[config.mk]
export PLATFORM = sky130hd
export DESIGN_NAME = cam_capture_ctrl
export DESIGN_NICKNAME = d
export VERILOG_FILES = /design/src/rtl/cam_pkg.sv /design/src/rtl/sync_edge_det.sv /design/src/rtl/cam_capture_ctrl.sv
export SDC_FILE = /design/constraint.sdc
export NUM_CORES = 1
export LEC_CHECK = 0
export CAP_MARGIN = 0
export CORE_UTILIZATION = 60
export DETAILED_ROUTE_END_ITERATION = 8
export PLACE_DENSITY_LB_ADDON = 0.12
export SYNTH_ARGS = -nofsm -noshare
export SYNTH_HDL_FRONTEND = slang
export SYNTH_SLANG_ARGS = --single-unit
[constraint.sdc]
create_clock -name clk -period 4.26 [get_ports clk]
set_input_delay 0.852 -clock clk [delete_from_list [all_inputs] [get_ports clk]]
set_output_delay 0.852 -clock clk [all_outputs]
set_load 0.02 [all_outputs]
[src/rtl/cam_pkg.sv]
// Shared camera-path definitions: capture FSM encoding and default frame geometry.
package cam_pkg;

   typedef enum logic [2:0] {
      ST_IDLE    = 3'd0,
      ST_ARM     = 3'd1,
      ST_SYNC    = 3'd2,
      ST_CAPTURE = 3'd3,
      ST_DONE    = 3'd4
   } cap_state_e;

   localparam int IMG_W_DEF = 160;
   localparam int IMG_H_DEF = 120;

endpackage

[src/rtl/sync_edge_det.sv]
// One-stage edge detector: registers the input and flags rise/fall against the registered copy.
module sync_edge_det (
   input  logic clk,
   input  logic rst,
   input  logic din,
   output logic rise,
   output logic fall
);

   logic din_q;

   always_ff @(posedge clk or negedge rst) begin
      if (!rst) din_q <= 1'b0;
      else      din_q <= din;
   end

   assign rise = din & ~din_q;
   assign fall = ~din & din_q;

endmodule

[src/rtl/cam_capture_ctrl.sv]
// Frame-capture sequencer gating cam_read writes into the frame buffer, with geometry checks.
// Optional watchdog enabled by defining CAPTURE_TIMEOUT_EN.
module cam_capture_ctrl
   import cam_pkg::*;
#(
   parameter int IMG_W = IMG_W_DEF,
   parameter int IMG_H = IMG_H_DEF,
   parameter int CNT_W = 15
`ifdef CAPTURE_TIMEOUT_EN
   ,
   parameter int TIMEOUT_CYC = 2000000
`endif
) (
   input  logic       clk,
   input  logic       rst,
   input  logic       cmd_start,
   input  logic       cmd_stop,
   input  logic       cmd_single,
   input  logic       CAM_vsync,
   input  logic       CAM_href,
   input  logic       cam_regW,
   output logic       DP_RAM_regW,
   output logic       busy,
   output logic       frame_done,
   output logic [7:0] frame_cnt,
   output logic       err_geom,
   output logic       err_timeout
);

   localparam logic [CNT_W-1:0] FRAME_PIX = CNT_W'(IMG_W * IMG_H);
   localparam logic [CNT_W-1:0] LINE_PIX  = CNT_W'(IMG_W);
   localparam logic [CNT_W-1:0] NUM_LINES = CNT_W'(IMG_H);

   cap_state_e       state_q, state_d;
   logic             single_q, single_d;
   logic [7:0]       frame_cnt_q, frame_cnt_d;
   logic             err_geom_q, err_geom_d;
   logic [CNT_W-1:0] wr_cnt_q, wr_cnt_d;
   logic [CNT_W-1:0] pix_cnt_q, pix_cnt_d;
   logic [CNT_W-1:0] line_cnt_q, line_cnt_d;
   logic [CNT_W-1:0] pix_now;
   logic             dp_we;
   logic             done_pulse;
   logic             timeout;
   logic             vs_rise, vs_fall, hr_fall, hr_rise_unused;

   sync_edge_det u_vs_edge (
      .clk  (clk),
      .rst  (rst),
      .din  (CAM_vsync),
      .rise (vs_rise),
      .fall (vs_fall)
   );

   sync_edge_det u_hr_edge (
      .clk  (clk),
      .rst  (rst),
      .din  (CAM_href),
      .rise (hr_rise_unused),
      .fall (hr_fall)
   );

   always_comb begin
      state_d     = state_q;
      single_d    = single_q;
      frame_cnt_d = frame_cnt_q;
      err_geom_d  = err_geom_q;
      wr_cnt_d    = wr_cnt_q;
      pix_cnt_d   = pix_cnt_q;
      line_cnt_d  = line_cnt_q;
      dp_we       = 1'b0;
      done_pulse  = 1'b0;
      pix_now     = pix_cnt_q;

      case (state_q)
         ST_IDLE: begin
            if (cmd_start) begin
               state_d     = ST_ARM;
               single_d    = cmd_single;
               frame_cnt_d = 8'd0;
               err_geom_d  = 1'b0;
            end
         end
         ST_ARM: begin
            if (CAM_vsync) state_d = ST_SYNC;
         end
         ST_SYNC: begin
            wr_cnt_d   = '0;
            pix_cnt_d  = '0;
            line_cnt_d = '0;
            if (vs_fall) state_d = ST_CAPTURE;
         end
         ST_CAPTURE: begin
            dp_we = cam_regW && (wr_cnt_q < FRAME_PIX);
            if (cam_regW && !dp_we) err_geom_d = 1'b0 | 1'b1;
            // A write landing on the href-fall cycle still belongs to the ending line.
            pix_now   = pix_cnt_q + CNT_W'(dp_we);
            wr_cnt_d  = wr_cnt_q + CNT_W'(dp_we);
            pix_cnt_d = pix_now;
            if (hr_fall) begin
               if (pix_now != LINE_PIX) err_geom_d = 1'b1;
               pix_cnt_d  = '0;
               line_cnt_d = line_cnt_q + CNT_W'(1);
            end
            if (vs_rise) begin
               state_d = ST_DONE;
               if ((line_cnt_d != NUM_LINES) || (wr_cnt_d != FRAME_PIX)) err_geom_d = 1'b1;
            end
         end
         ST_DONE: begin
            done_pulse  = 1'b1;
            frame_cnt_d = frame_cnt_q + 8'd1;
            state_d     = single_q ? ST_IDLE : ST_SYNC;
         end
         default: state_d = ST_IDLE;
      endcase

      if (cmd_stop) begin
         state_d     = ST_IDLE;
         single_d    = single_q;
         frame_cnt_d = frame_cnt_q;
         err_geom_d  = err_geom_q;
         dp_we       = 1'b0;
         done_pulse  = 1'b0;
      end else if (timeout) begin
         state_d = ST_IDLE;
      end
   end

`ifdef CAPTURE_TIMEOUT_EN
   localparam int WD_W = $clog2(TIMEOUT_CYC);

   logic [WD_W-1:0] wd_q, wd_d;
   logic            err_timeout_q, err_timeout_d;

   always_comb begin
      timeout = ((state_q == ST_ARM) || (state_q == ST_SYNC) || (state_q == ST_CAPTURE))
                && (wd_q == WD_W'(TIMEOUT_CYC - 1));
      wd_d = ((state_d != state_q) || vs_rise || vs_fall) ? '0 : wd_q + WD_W'(1);
      err_timeout_d = err_timeout_q;
      if ((state_q == ST_IDLE) && cmd_start && !cmd_stop) err_timeout_d = 1'b0;
      if (timeout && !cmd_stop) err_timeout_d = 1'b1;
   end

   always_ff @(posedge clk or negedge rst) begin
      if (!rst) begin
         wd_q          <= '0;
         err_timeout_q <= 1'b0;
      end else begin
         wd_q          <= wd_d;
         err_timeout_q <= err_timeout_d;
      end
   end

   assign err_timeout = err_timeout_q;
`else
   assign timeout     = 1'b0;
   assign err_timeout = 1'b0;
`endif

   always_ff @(posedge clk or negedge rst) begin
      if (!rst) begin
         state_q     <= ST_IDLE;
         single_q    <= 1'b0;
         frame_cnt_q <= 8'd0;
         err_geom_q  <= 1'b0;
         wr_cnt_q    <= '0;
         pix_cnt_q   <= '0;
         line_cnt_q  <= '0;
      end else begin
         state_q     <= state_d;
         single_q    <= single_d;
         frame_cnt_q <= frame_cnt_d;
         err_geom_q  <= err_geom_d;
         wr_cnt_q    <= wr_cnt_d;
         pix_cnt_q   <= pix_cnt_d;
         line_cnt_q  <= line_cnt_d;
      end
   end

   assign DP_RAM_regW = dp_we;
   assign busy        = (state_q != ST_IDLE);
   assign frame_done  = done_pulse;
   assign frame_cnt   = frame_cnt_q;
   assign err_geom    = err_geom_q;

endmodule

==> metrics.csv, run 1 <==
stage,metric,value,unit
timing,"Hold Violations, Final",0,
timing,Max Slew Vio Count,0,
critical_path,CP required,4.47,ns
drt,vias post-DR,3521,
placement,IO buf count,19,
global_routing,vias in the first global route,3120,
power,leakage,1.67,nW
critical_path,R2R cell count,12,
floorplan,height of the chip,81.4,um
logic_synthesis,Ys Warns,0,
floorplan,core area,5990,um^2
floorplan,num rows,28,
drt,detailed router's first-iteration violation count,252,
clocking,Worst-Skew Late Latency,0.35,ns
power,peak supply drop,320,uV
drt,Routed Antenna Nets,0,
logic_synthesis,Netlist cell types,66,
global_routing,initial antenna violation count,0,
layout,design area,4170,um^2
clocking,"Reg clk slew, reported paths",0.07,ns
logic_synthesis,Post-synth EDFFs,0,
floorplan,die extent in x,81.4,um
power,PwrDens,445,nW/um^2
clocking,cts repair resizes,0,
logic_synthesis,"Async S/R FF share, synth",100,%
clocking,total CTS buffers,9,
clocking,CTS sink cnt,60,
timing,Max Fclk,0.277,GHz
drt,Vias per Instance,6.48,
layout,Final Util,69.7,%
clocking,Post-CTS Setup Bufs,0,
logic_synthesis,Area contributors post-synth,"dfrtp_1, nand2_1, o21ai_0, nor2_1, mux2i_1",
drt,Pre-Repair DR Iteration Count,5,
logic_synthesis,syn nets,472,
layout,"non-filler cells, final",543,
logic_synthesis,commonest cells in the synthesized netlist,"nand2_1, dfrtp_1, o21ai_0, nor2_1, a21oi_1",
drt,WL final,8.68,mm
layout,share of layout cells above drive strength 1,7.26,%
logic_synthesis,share of the synthesized area in the top cell type,39.7,%
worst_hold_path,worst min path class,flop to flop,
logic_synthesis,post-synth top area cell,dfrtp_1,
logic_synthesis,synthesized flop and latch total,60,
timing,Fin Clk Skew,0.0104,ns
global_routing,GRT Residual Overflow,0,
clocking,clk buf depth,2,
global_routing,pin count of the biggest net entering global routing,32,
placement,gp weighted congestion,0.954,
global_routing,GRT Overall Usage,28.9,%
status,status,"finished, final reports clean",
timing,RSZ-0062 raised after global routing,no,
worst_hold_path,Hold Path Depth,2,
drt,DRC,0,
timing,Slew @ Worst Pin,0.684,ns
logic_synthesis,register area share after synthesis,39.7,%
logic_synthesis,ys flop type,dfrtp_1,
logic_synthesis,synthesized area per cell,8.27,um^2
timing,period utilization,84.7,%
placement,post-DP HPWL,5.94,mm
timing,"Worst Setup Slack, final",0.652,ns
clocking,Root Driver,clkbuf_8,
logic_synthesis,Synth Cell Area,3790,um^2
layout,fin nets,479,
critical_path,Critical Path End Type,flop,
global_routing,first-pass GRT wire length,14.6,mm
critical_path,critical path arrival,3.82,ns
critical_path,CP max FO,7,
timing,Final min period,3.61,ns
timing,sum of negative setup slack,0,ns
critical_path,CP Class,flop to flop,
floorplan,I/O pins,21,
timing,final setup vio count,0,
timing,headroom to the max-slew limit,54.3,%
logic_synthesis,most numerous cell in the Yosys netlist,nand2_1,
logic_synthesis,cells after synthesis,458,
critical_path,crit path launch type,flop,
placement,pre-CTS setup slack,0.468,ns
floorplan,Initial Utilization,63.2,%
clocking,htree depth,3,
floorplan,die area,6630,um^2
drt,WL/cell,16.0,um
placement,Post-DP Area,3980,um^2
layout,area delta synth->final,10.2,%
run,max cap viols,0,
placement,placed cells,529,
clocking,CTS tree,yes,
clocking,Post-CTS Hold Buffers,0,
layout,# diodes,0,
## final timing paths
check                       startpoint            end  slack [ns]
max                        wr_cnt_q[8]       err_geom        0.65
min                        wr_cnt_q[0]    wr_cnt_q[0]        0.49
max reg2reg                wr_cnt_q[8]       err_geom        0.65
min reg2reg                wr_cnt_q[0]    wr_cnt_q[0]        0.49
max in group asynchronous          rst  line_cnt_q[9]        2.85
min in group asynchronous          rst   frame_cnt[4]        0.54
## area by class of cell
type / count / area [um^2]
clock inverter: 2 / 35.0
multi-input combinational: 358 / 2120
tap: 75 / 93.8
timing repair buffer: 24 / 223
fill: 480 / 1820
sequential: 60 / 1500
inverter: 12 / 45.0
clock buffer: 12 / 155
## layer usage
| layer | global-route usage (%) | vias to the layer above | wire (um) |
|---|---|---|---|
| met5 | 0 | - | 0 |
| met4 | 13.8 | 0 | 249 |
| met3 | 6.33 | 31 | 530 |
| met2 | 45.3 | 135 | 4100 |
| met1 | 37.7 | 1672 | 3800 |
| li1 | - | 1683 | - |
## power breakdown
group,internal [W],switching (W)
combinational,0.000205,0.000327
clock,0.000295,0.000218
sequential,0.000663,0.000147
total,0.00116,0.000692
## cells by family (layout without fill, tap and decap cells)
kind of cell	Yosys count	in the layout	synth area share, %
xor+xnor	14	14	3.24
flops	60	60	39.7
buf+inv	40	50	4.36
other cells	1	1	0.0990
fa+ha+maj	6	6	1.98
compound gates	115	115	19.5
simple gates	208	208	27.4
mux	14	14	3.77
## sequential cells by signal, indices dropped and copies added, names as in the netlist
signal	cells
u_vs_edge.din_q	1
frame_cnt	8
err_geom	1
single_q	1
state_q	3
pix_cnt_q	15
u_hr_edge.din_q	1
wr_cnt_q	15
line_cnt_q	15
## cell usage in the layout (no fill, tap or decap), drive strengths merged, types with 3 or more instances in the layout
cell           instances
or3                    9
a22o                   4
o22ai                  4
o31ai                 15
nor3b                  4
clkbuf                12
nor2b                  4
a21o                   3
ha                     6
xnor2                  7
nor4                  10
a21oi                 19
mux2i                 12
and3                   3
nor2                  38
clkdlybuf4s50         18
or4                    6
inv                   12
o21ai                 45
buf                    6
a31oi                  4
and2                   4
xor2                   7
nand4                 17
o41ai                  4
nand3                 19
dfrtp                 60
nor3                  13
nand2                 73
## stage by stage
| stage | power (W) | hold slack [ns] |
|---|---|---|
| floorplan | 0.00120 | 0.445 |
| global placement | 0.00132 | 0.459 |
| detailed placement | 0.00135 | 0.481 |
| CTS | 0.00186 | 0.496 |
| global route | 0.00198 | 0.532 |
| finish | 0.00186 | 0.494 |
## worst max-delay path, stage by stage (launching register included)
cell	delay, ns
dfrtp_1	0.47
a21oi_1	0.18
nor2b_1	0.06
o31ai_1	0.38
and2_1	0.22
ha_1	0.27
ha_1	0.30
nand4_1	0.28
nor4_1	0.38
nor4b_1	0.32
a311oi_1	0.10
o41ai_1	0.37
a31oi_1	0.14
No activity file was read; power rests on OpenSTA's default activity.
==> run 2: changes to the inputs <==
==> constraint.sdc (replaced) <==
create_clock -name clk -period 3.7 [get_ports clk]
set_input_delay 0.74 -clock clk [delete_from_list [all_inputs] [get_ports clk]]
set_output_delay 0.74 -clock clk [all_outputs]
set_load 0.02 [all_outputs]
==> run 2 against run 1 <==
Net effect: total power increased by 20%; core utilization increased by 1.0 points; critical path depth decreased by 8; clock power increased by 29%; sequential share of layout area decreased by 0.51 points; non-clock buffer count increased by 3; setup slack got worse by 0.27 ns; critical endpoint is now frame_done.
==> metrics.csv, run 2 (synthesized netlist as in run 1, its figures left out) <==
stage,metric,value,unit
status,status,"finished, final reports clean",
critical_path,Worst path slowest cell,clkdlybuf4s50_1,
drt,WL/cell,16.6,um
layout,most frequent cells in the layout,"nand2_1, dfrtp_1, o21ai_0, nor2_1, a21oi_1",
layout,Multi-input gate area,2130,um^2
critical_path,CP peak stage delay,0.61,ns
critical_path,Critical Path End Type,output port,
drt,WL final,9.09,mm
drt,Routed Antenna Nets,0,
drt,Pre-Repair DR Iteration Count,5,
timing,period utilization,89.6,%
floorplan,height of the chip,81.4,um
drt,DRC,0,
timing,"Hold Violations, Final",0,
drt,Vias per Instance,6.36,
layout,Final Util,70.7,%
placement,post-DP HPWL,6.00,mm
floorplan,I/O pins,21,
timing,RSZ-0062 raised after global routing,no,
power,peak supply drop,414,uV
layout,# diodes,0,
drt,vias post-DR,3486,
clocking,cts repair resizes,0,
clocking,Post-CTS Setup Bufs,0,
power,Final Total Pwr,0.00222,W
timing,Slew @ Worst Pin,0.776,ns
power,combinational share of power,28.0,%
clocking,htree depth,3,
global_routing,vias in the first global route,3256,
floorplan,die area,6630,um^2
timing,final setup vio count,0,
placement,IO buf count,19,
layout,design area,4230,um^2
critical_path,Worst R2R End,err_geom,
layout,Sequential Area,1500,um^2
floorplan,core area,5990,um^2
layout,"commonest non-fill, non-tap cell in the layout",nand2_1,
layout,top flop regs,"line_cnt_q x15, pix_cnt_q x15, wr_cnt_q x15",
critical_path,FF-to-FF setup slack,0.38,ns
critical_path,CP required,2.96,ns
critical_path,CP dominant cell by count,clkdlybuf4s50_1,
timing,sum of negative setup slack,0,ns
power,PwrDens,524,nW/um^2
floorplan,die extent in x,81.4,um
global_routing,GRT Residual Overflow,0,
layout,area delta synth->final,11.8,%
global_routing,pin count of the biggest net entering global routing,61,
timing,Max Slew Vio Count,0,
timing,final hold slack,0.507,ns
clocking,CTS sink cnt,60,
critical_path,R2R cell count,12,
critical_path,crit-path cells,"clkdlybuf4s50_1, or4_1, inv_2, clkdlybuf4s50_1",
critical_path,critical path arrival,2.58,ns
placement,gp weighted congestion,0.924,
power,Psw,0.000824,W
clocking,clk buf depth,2,
global_routing,initial antenna violation count,0,
worst_hold_path,Hold Path End,wr_cnt_q[0],
power,clock network fraction of total power,29.8,%
floorplan,num rows,28,
timing,headroom to the max-slew limit,48.3,%
power,Reg power frac,42.1,%
global_routing,GRT Overall Usage,30.2,%
clocking,"Reg clk slew, reported paths",0.07,ns
layout,fin nets,482,
timing,Max Fclk,0.302,GHz
clocking,Root Driver,clkbuf_8,
layout,share of layout cells above drive strength 1,8.67,%
worst_hold_path,Hold Path Depth,2,
run,max cap viols,0,
placement,Post-DP Area,4010,um^2
critical_path,crit path launch type,primary input,
critical_path,FF-to-FF Start,wr_cnt_q[9],
global_routing,first-pass GRT wire length,15.2,mm
clocking,Worst-Skew Late Latency,0.35,ns
critical_path,CP Class,primary input to output port,
power,Internal Power,0.00140,W
clocking,total CTS buffers,9,
power,sw frac,37.1,%
clocking,CTS tree,yes,
timing,Fin Clk Skew,0.00527,ns
power,leakage,1.69,nW
drt,detailed router's first-iteration violation count,290,
clocking,Post-CTS Hold Buffers,0,
worst_hold_path,Hold Startpoint,wr_cnt_q[0],
floorplan,Initial Utilization,63.2,%
layout,Filler cells,475,
worst_hold_path,worst min path class,flop to flop,
critical_path,CP max FO,7,
timing,Final min period,3.32,ns
-- run 2: power by group through the flow --
stage               sequential [W]  clock (W)  combinational [W]
finish                    0.000935   0.000662           0.000623
detailed placement        0.000942          0           0.000617
floorplan                 0.000842          0           0.000545
global route              0.000955   0.000699           0.000705
global placement          0.000936          0           0.000596
CTS                       0.000931   0.000661           0.000622
-- run 2: routing by layer --
| metal | part of all wire [%] | global-route usage (%) | up-vias |
|---|---|---|---|
| li1 | - | - | 1681 |
| met5 | 0 | 0 | - |
| met4 | 1.9 | 12.9 | 0 |
| met3 | 6.1 | 7.00 | 20 |
| met2 | 46 | 47.5 | 115 |
| met1 | 45 | 39.7 | 1670 |
-- run 2: worst max-delay path by stage --
stage,startpoint,to,slack (ns)
floorplan,wr_cnt_q[8],wr_cnt_q[14],0.80
global placement,cam_regW,err_geom,0.30
detailed placement,cam_regW,err_geom,0.1
finish,cmd_stop,frame_done,0.38
CTS,wr_cnt_q[9],err_geom,0.21
global route,wr_cnt_q[9],err_geom,0.009
-- run 2: through the flow --
stage	instances	setup slack, ns
detailed placement	532	0.0974
finish	548	0.385
global route	548	0.00891
global placement	532	0.297
floorplan	458	0.796
CTS	548	0.209
-- run 2: worst max-delay path, delay by kind of cell --
| family | cells | cell delay [ns] |
|---|---|---|
| buffers and inverters | 3 | 1.28 |
| and+or+nand+nor | 1 | 0.55 |
-- run 2: area by class of cell --
class                           count  area share (%)
Clock inverter                      5            1.77
Sequential cell                    60            35.5
Inverter                           12            1.06
Multi-Input combinational cell    358            50.3
Clock buffer                       11            3.34
Tap cell                           75            2.22
Timing Repair Buffer               27            5.79
